## src/rtl/lab_sweep_pkg.sv

```systemverilog
// lab_sweep_pkg: shared FSM state and vector-ordering definitions for the sweeper.
package lab_sweep_pkg;
  typedef enum logic [1:0] {IDLE = 2'd0, RUN = 2'd1, DONE = 2'd2} state_t;
  localparam logic ORDER_BIN = 1'b0;
  localparam logic ORDER_GRAY = 1'b1;
endpackage

```

## src/rtl/lab_sweep_order.sv

```systemverilog
// lab_sweep_order: maps a sweep index to the applied vector in binary or Gray order.
module lab_sweep_order
  import lab_sweep_pkg::*;
#(
  parameter int N_IN = 4
) (
  input  logic [N_IN-1:0] idx,
  input  logic            mode,
  output logic [N_IN-1:0] vec
);
  assign vec = (mode == ORDER_GRAY) ? idx ^ (idx >> 1) : idx;
endmodule

```

## src/rtl/lab_vector_sweeper.sv

```systemverilog
// lab_vector_sweeper: exhaustive stimulus engine that checks a DUT against a truth table.
module lab_vector_sweeper
  import lab_sweep_pkg::*;
#(
  parameter int N_IN = 4,
  parameter int M_OUT = 1,
  parameter int DWELL = 4,
  parameter logic [(2**N_IN)*M_OUT-1:0] EXPECT = '0
) (
  input  logic             clk,
  input  logic             rst,
  input  logic             start,
  input  logic             abort,
  input  logic             gray,
  input  logic [M_OUT-1:0] dut_f,
  output logic [N_IN-1:0]  vec,
  output logic             busy,
  output logic             done,
  output logic             pass,
  output logic [N_IN:0]    err_count,
  output logic [N_IN-1:0]  fail_vec,
  output logic             fail_seen
);
  localparam int DW = DWELL > 1 ? $clog2(DWELL) : 1;
  localparam logic [N_IN:0] LAST = (N_IN+1)'(2**N_IN - 1);
  state_t state;
  logic mode_r;
  logic [N_IN:0] idx;
  logic [DW-1:0] dwell;
  logic [N_IN-1:0] ord_vec;
  logic [M_OUT-1:0] exp_f;
  logic sample, mismatch;
  lab_sweep_order #(.N_IN(N_IN)) u_order (.idx(idx[N_IN-1:0]), .mode(mode_r), .vec(ord_vec));
  assign vec = (state == IDLE) ? '0 : ord_vec;
  assign busy = state == RUN;
  assign done = state == DONE;
  assign pass = done && err_count == '0;
  // table lookup uses the applied vector so Gray order checks the right entry
  assign exp_f = EXPECT[int'(vec) * M_OUT +: M_OUT];
  assign sample = busy && dwell == DW'(DWELL - 1);
  assign mismatch = sample && dut_f != exp_f;
  always_ff @(posedge clk) begin
    if (rst) begin
      state <= IDLE;
      mode_r <= ORDER_BIN;
      idx <= '0;
      dwell <= '0;
      err_count <= '0;
      fail_vec <= '0;
      fail_seen <= 1'b0;
    end else if (abort) begin
      state <= IDLE;
    end else if (start && !busy) begin
      state <= RUN;
      mode_r <= gray;
      idx <= '0;
      dwell <= '0;
      err_count <= '0;
      fail_vec <= '0;
      fail_seen <= 1'b0;
    end else if (busy) begin
      if (mismatch) begin
        err_count <= err_count + 1'b1;
        if (!fail_seen) begin
          fail_vec <= vec;
          fail_seen <= 1'b1;
        end
      end
      if (sample) begin
        dwell <= '0;
        if (idx == LAST) state <= DONE;
        else idx <= idx + 1'b1;
      end else begin
        dwell <= dwell + 1'b1;
      end
    end
  end
endmodule

```

## config.mk

```make
export PLATFORM = sky130hd
export DESIGN_NAME = lab_vector_sweeper
export DESIGN_NICKNAME = d
export VERILOG_FILES = /design/src/rtl/lab_sweep_pkg.sv /design/src/rtl/lab_sweep_order.sv /design/src/rtl/lab_vector_sweeper.sv
export SDC_FILE = /design/constraint.sdc
export NUM_CORES = 1
export LEC_CHECK = 0
export BUFFER_PORTS_ARGS = -buffer_cell sky130_fd_sc_hd__buf_2
export CAP_MARGIN = 20
export CORE_ASPECT_RATIO = 0.75
export CORE_MARGIN = 1
export CORE_UTILIZATION = 30
export DETAILED_ROUTE_END_ITERATION = 10
export PLACE_DENSITY_LB_ADDON = 0.1
export SYNTH_ARGS = -nofsm -noshare
export SYNTH_HDL_FRONTEND = slang
export SYNTH_SLANG_ARGS = --single-unit
```

## constraint.sdc

```tcl
create_clock -name clk -period 2.1 [get_ports clk]
set_clock_uncertainty 0.05 [all_clocks]
set_input_delay 0.21 -clock clk [delete_from_list [all_inputs] [get_ports clk]]
set_output_delay 0.21 -clock clk [all_outputs]
set_load 0.02 [all_outputs]
```

After elaboration in Yosys (flattened, before gate mapping)

Index checks and enable logic that the tools add are counted.

Register bits: 20
Input bits: 6
Output and inout port bits: 17
Word-level logic and storage cells: 64

$add $sub $neg: 3
Equal/unequal tests: 7
Shift operators: 1
Mux-type cells: 23
Bitwise logic cells: 2
Reduce and logical (&&, ||, !) cells: 20

Operator list:

| cell                    | number |
|---|---|
| $mux 5                  | 7 |
| $mux 4                  | 6 |
| $shiftx 16x5->1 const A | 1 |
| $add 5x1->5 const B     | 2 |
| $reduce_and 3->1        | 3 |
| $reduce_and 4->1        | 2 |
| $reduce_bool 2->1       | 4 |
| $mux 1                  | 7 |
| $mux 2                  | 3 |
| $eq 5x4->1 const B      | 1 |
| $logic_not 5->1         | 1 |
| $eq 2x2->1 const B      | 2 |
| $logic_and 1x1->1       | 4 |
| $reduce_and 2->1        | 2 |
| $xor 4x3->4             | 1 |
| $reduce_or 3->1         | 1 |
| $add 2x1->2 const B     | 1 |
| $eq 2x1->1 const B      | 1 |
| $logic_not 2->1         | 1 |
| $ne 2x1->1 const B      | 1 |
| $ne 2x2->1 const B      | 1 |
| $reduce_or 2->1         | 1 |
| $logic_not 1->1         | 1 |
| $ne 1x1->1              | 1 |
| $not 1->1               | 1 |

Depth between registers and ports, before layout

Depth after elaboration: 9
Depth in mapped cells: 6

Hierarchy

Synthesis repeated with hierarchy kept, for this count alone.

Cells, all modules: 137
Area total of the unflattened synthesis: 1104.8 sq um

Modules (own cells, without submodules):

| module             | times used | cells an instance | area each (sq um) | seq. area each (sq um) |
|---|---|---|---|---|
| lab_vector_sweeper | 1          | 130               | 1059.8            | 400.4 |
| lab_sweep_order    | 1          | 7                 | 45.0              | 0.0 |

Worst setup path before layout

OpenSTA, ideal clock, no wires.

Path type: register to register
Start: register dwell[0]
End: register err_count[3]
Setup time: 0.069 ns
Arrival: 1.504 ns
Required time: 1.981 ns
Slack: 0.477 ns
Stages on the path, launching flop included: 6
Path through: dfxtp_1 -> ha_1 -> nand2_1 -> or4_4 -> or3_1 -> o21ai_1

Word-level cells in the longest chain between the ends: 5

RTL lines:

| what                        | line                     | text |
|---|---|---|
| from (decl)                 | lab_vector_sweeper.sv:29 | `logic [DW-1:0] dwell;` |
| from (signal assigned)      | lab_vector_sweeper.sv:74 | `dwell <= dwell + 1'b1;` |
| $eq 2x2->1                  | lab_vector_sweeper.sv:40 | `assign sample = busy && dwell == DW'(DWELL - 1);` |
| $logic_and 1x1->1           | lab_vector_sweeper.sv:40 |  |
| $logic_and 1x1->1           | lab_vector_sweeper.sv:41 | `assign mismatch = sample && dut_f != exp_f;` |
| $reduce_bool 2->1 (no line) | --                       |  |
| $reduce_and 3->1 (no line)  | --                       |  |
| to (signal assigned)        | lab_vector_sweeper.sv:63 | `err_count <= err_count + 1'b1;` |
| to (decl)                   | lab_vector_sweeper.sv:20 | `output logic [N_IN:0] err_count,` |

No other way between the ends.
A chain may end at the register's enable or synchronous reset.

Worst setup path in the final report

Same ends and word-level chain as after synthesis.

==> run summary <==
Final min period = 1770 ps
Core footprint = 0.00333 mm²
Comb power frac = 0.055
Rel. slew slack = 0.573
Number of sinks driven by the clock tree = 20
CP required = 2260 ps
Final routed wirelength across all metal layers = 2.51 mm
Net Sw Power = 0.175 mW
Worst Hold Depth = 3
Post-CTS Resized = 0
TritonCTS clock tree = built
Net switching share of the total power = 0.212
Flop pwr share = 0.466
Die Y-Extent = 53.6 µm
Total standard cell area after synthesis = 0.00106 mm²
Unrepaired setup endpoints after global routing = no
Cell count of the worst reg-to-reg path = 5
Internal Power = 0.651 mW
Avg Cell Area, Syn = 8.73 µm²
Crit. End Element = flip-flop
Hold_buf cts = 0
Clock power frac = 0.480
Remaining routing DRC violations = 0
Number of standard-cell rows in the floorplan = 18
GR Overflow Total = 0
CTS Buffer Depth = 2
Die Footprint = 0.00379 mm²
Total global-route track usage = 0.153
Count of vias placed by the detailed router = 913
Number of antenna violations at the first check in global routing = 0
Worst IR Drop VDD = 0.334 mV
Share of final-layout standard cells stronger than drive strength 1 = 0.240
Tightest Pin Transition = 635 ps
Initial detailed-routing violation count = 37
Total leakage power = 0.531 nW
ANT nets after route = 0
Average routed wire per standard cell = 13.5 µm
Register area share after synthesis = 0.376
Hold Fails Final Rpt = 0
Status = finished, final reports clean
Power after layout = 0.827 mW
Maximum capacitance violations = 0
Number of vias per cell = 4.91
Ratio of total power to cell area = 641 mW/mm²
Clock buffers created by TritonCTS = 3
Synthesized netlist net count = 135
Flip-flop and latch count after synthesis = 20
Synthesis-to-finish area growth = 21.2%
Deepest level of the CTS H-tree = 1
Highest net fanout along the worst path = 5
Final-stage net count = 160
Clock transition at the register clock pins on the worst setup and hold paths after CTS = 80 ps
HPWL after DPL = 1.90 mm
Die width = 70.8 µm
FMAX = 566 MHz
Clock tree root buffer cell = sky130_fd_sc_hd__clkbuf_8
I/O Pins = 23
Worst skew pair latency = 270 ps
I/O Buffers = 22
Number of distinct library cells after synthesis = 40
Worst path arrival time = 1920 ps
Count of final max-slew check failures = 0
Register-to-register setup slack = 330 ps
Starting density of the core = 0.319
Number of post-CTS setup repair buffers = 0
Routability congestion estimate = 0.841
Maximum number of pins on one net before global-route repair = 15
Via count of the first global-routing pass = 861
Synth warn = 0
Worst setup path class = flip-flop to flip-flop
Number of setup violations in the final report = 0
Global-route wire length before repair = 4.36 mm
Period utilisation layout = 0.842
Synth Instances = 122
Count of TritonRoute iterations in the first routing pass = 6
Summed negative setup slack over all endpoints = 0 ps
Type of element launching the critical path = flip-flop
Kind of path behind the tightest hold check = primary input to flip-flop
Number of diodes added for antenna fixing = 0
==> routing by layer <==
metal,vias up,global-route usage,share of wire,wire length (µm)
met4,0,0.0400,0.0060,15
li1,482,-,-,-
met3,4,0.0412,0.042,105
met2,20,0.213,0.38,961
met1,407,0.229,0.57,1420
met5,-,0,0,0
==> cells by family after synthesis <==
| kind of cell | after synthesis | share of synthesized area |
|---|---|---|
| DFF | 20 | 0.376 |
| AOI/OAI and AO/OA | 24 | 0.148 |
| adders and majority gates | 7 | 0.0823 |
| muxes | 6 | 0.0576 |
| and+or+nand+nor | 51 | 0.275 |
| xor gates and xnor gates | 2 | 0.0165 |
| buffers and inverters | 12 | 0.0446 |
==> through the flow <==
step                      area, µm²  cells  hold WS (ps)  setup WS (ps)   util
after global placement         1220    182           397            418  0.366
after global routing           1290    186           142            185  0.387
after CTS                      1290    186           146            342  0.387
after floorplan                1060    122           308            477      -
after detailed placement       1220    182           410            359  0.366
final                          1290    186           150            332  0.387
==> cells in the mapped netlist (all sizes together) <==
master	n	share of area
dfxtp	20	0.38
nor2	16	0.056
inv	9	0.032
nand2	9	0.032
ha	7	0.082
a21oi	6	0.028
o21ai	6	0.028
mux2i	5	0.047
nor3	4	0.019
a22o	3	0.025
nand2b	3	0.020
nand3	3	0.014
nor4	3	0.029
buf	2	0.0094
nor2b	2	0.012
nor3b	2	0.014
xnor2	2	0.016
a21boi	1	0.0071
a221oi	1	0.0082
a22oi	1	0.0071
a2bb2oi	1	0.0082
a31oi	1	0.0059
a32o	1	0.0094
a32oi	1	0.0082
and2	1	0.0059
and2b	1	0.0082
and3	1	0.0059
and4	1	0.0082
and4bb	1	0.012
clkbuf	1	0.0035
mux2	1	0.011
nand3b	1	0.0071
nand4bb	1	0.015
o21a	1	0.0071
o22ai	1	0.0059
or3	1	0.0059
or4	1	0.011
==> layout by cell type, fill, tap and decap left out, types with 2 or more instances in the layout <==
master / Yosys / layout
sky130_fd_sc_hd__buf_2: 2 / 22
sky130_fd_sc_hd__dfxtp_1: 20 / 20
sky130_fd_sc_hd__nor2_1: 16 / 16
sky130_fd_sc_hd__inv_1: 9 / 9
sky130_fd_sc_hd__nand2_1: 9 / 9
sky130_fd_sc_hd__ha_1: 7 / 7
sky130_fd_sc_hd__a21oi_1: 6 / 6
sky130_fd_sc_hd__mux2i_1: 5 / 5
sky130_fd_sc_hd__o21ai_0: 4 / 4
sky130_fd_sc_hd__nor3_1: 4 / 4
sky130_fd_sc_hd__a22o_1: 3 / 3
sky130_fd_sc_hd__nand3_1: 3 / 3
sky130_fd_sc_hd__clkbuf_8: 0 / 3
sky130_fd_sc_hd__nor2b_1: 2 / 2
sky130_fd_sc_hd__nor4_2: 2 / 2
sky130_fd_sc_hd__nand2b_1: 2 / 2
sky130_fd_sc_hd__o21ai_1: 2 / 2
sky130_fd_sc_hd__xnor2_1: 2 / 2
sky130_fd_sc_hd__nor3b_1: 2 / 2
==> state kept, by name, indices dropped and copies added, names as in the netlist <==
| name | flops |
|---|---|
| err_count | 5 |
| idx | 5 |
| fail_vec | 4 |
| dwell | 2 |
| state | 2 |
| fail_seen | 1 |
| mode_r | 1 |
==> power groups by stage <==
stage                     clock network [mW]  logic (mW)  registers (mW)
final                                  0.397      0.0451           0.385
after global routing                   0.424      0.0510           0.386
after CTS                              0.408      0.0453           0.385
after detailed placement                   0      0.0451           0.394
after global placement                     0      0.0452           0.394
after floorplan                            0      0.0287           0.393
==> worst paths after layout <==
check / start / endpoint
max reg2reg: dwell[0] / err_count[3]
min: gray / mode_r
min reg2reg: fail_vec[2] / fail_vec[2]
max: dwell[0] / err_count[3]
==> critical path, stage by stage (launching register included) <==
cell and delay [ps]:
sky130_fd_sc_hd__dfxtp_1 370, sky130_fd_sc_hd__ha_1 260, sky130_fd_sc_hd__nand2_1 150, sky130_fd_sc_hd__or4_4 450
sky130_fd_sc_hd__or3_1 360, sky130_fd_sc_hd__o21ai_1 80
==> layout make-up <==
| cell class | instances | area (µm²) |
|---|---|---|
| Clock buffer | 3 | 41.3 |
| Clock inverter | 1 | 30.0 |
| Fill cell | 362 | 2040 |
| Inverter | 9 | 33.8 |
| Multi-Input combinational cell | 90 | 617 |
| Sequential cell | 20 | 400 |
| Tap cell | 40 | 50.0 |
| Timing Repair Buffer | 23 | 118 |
(Power assumes the default switching activity.)
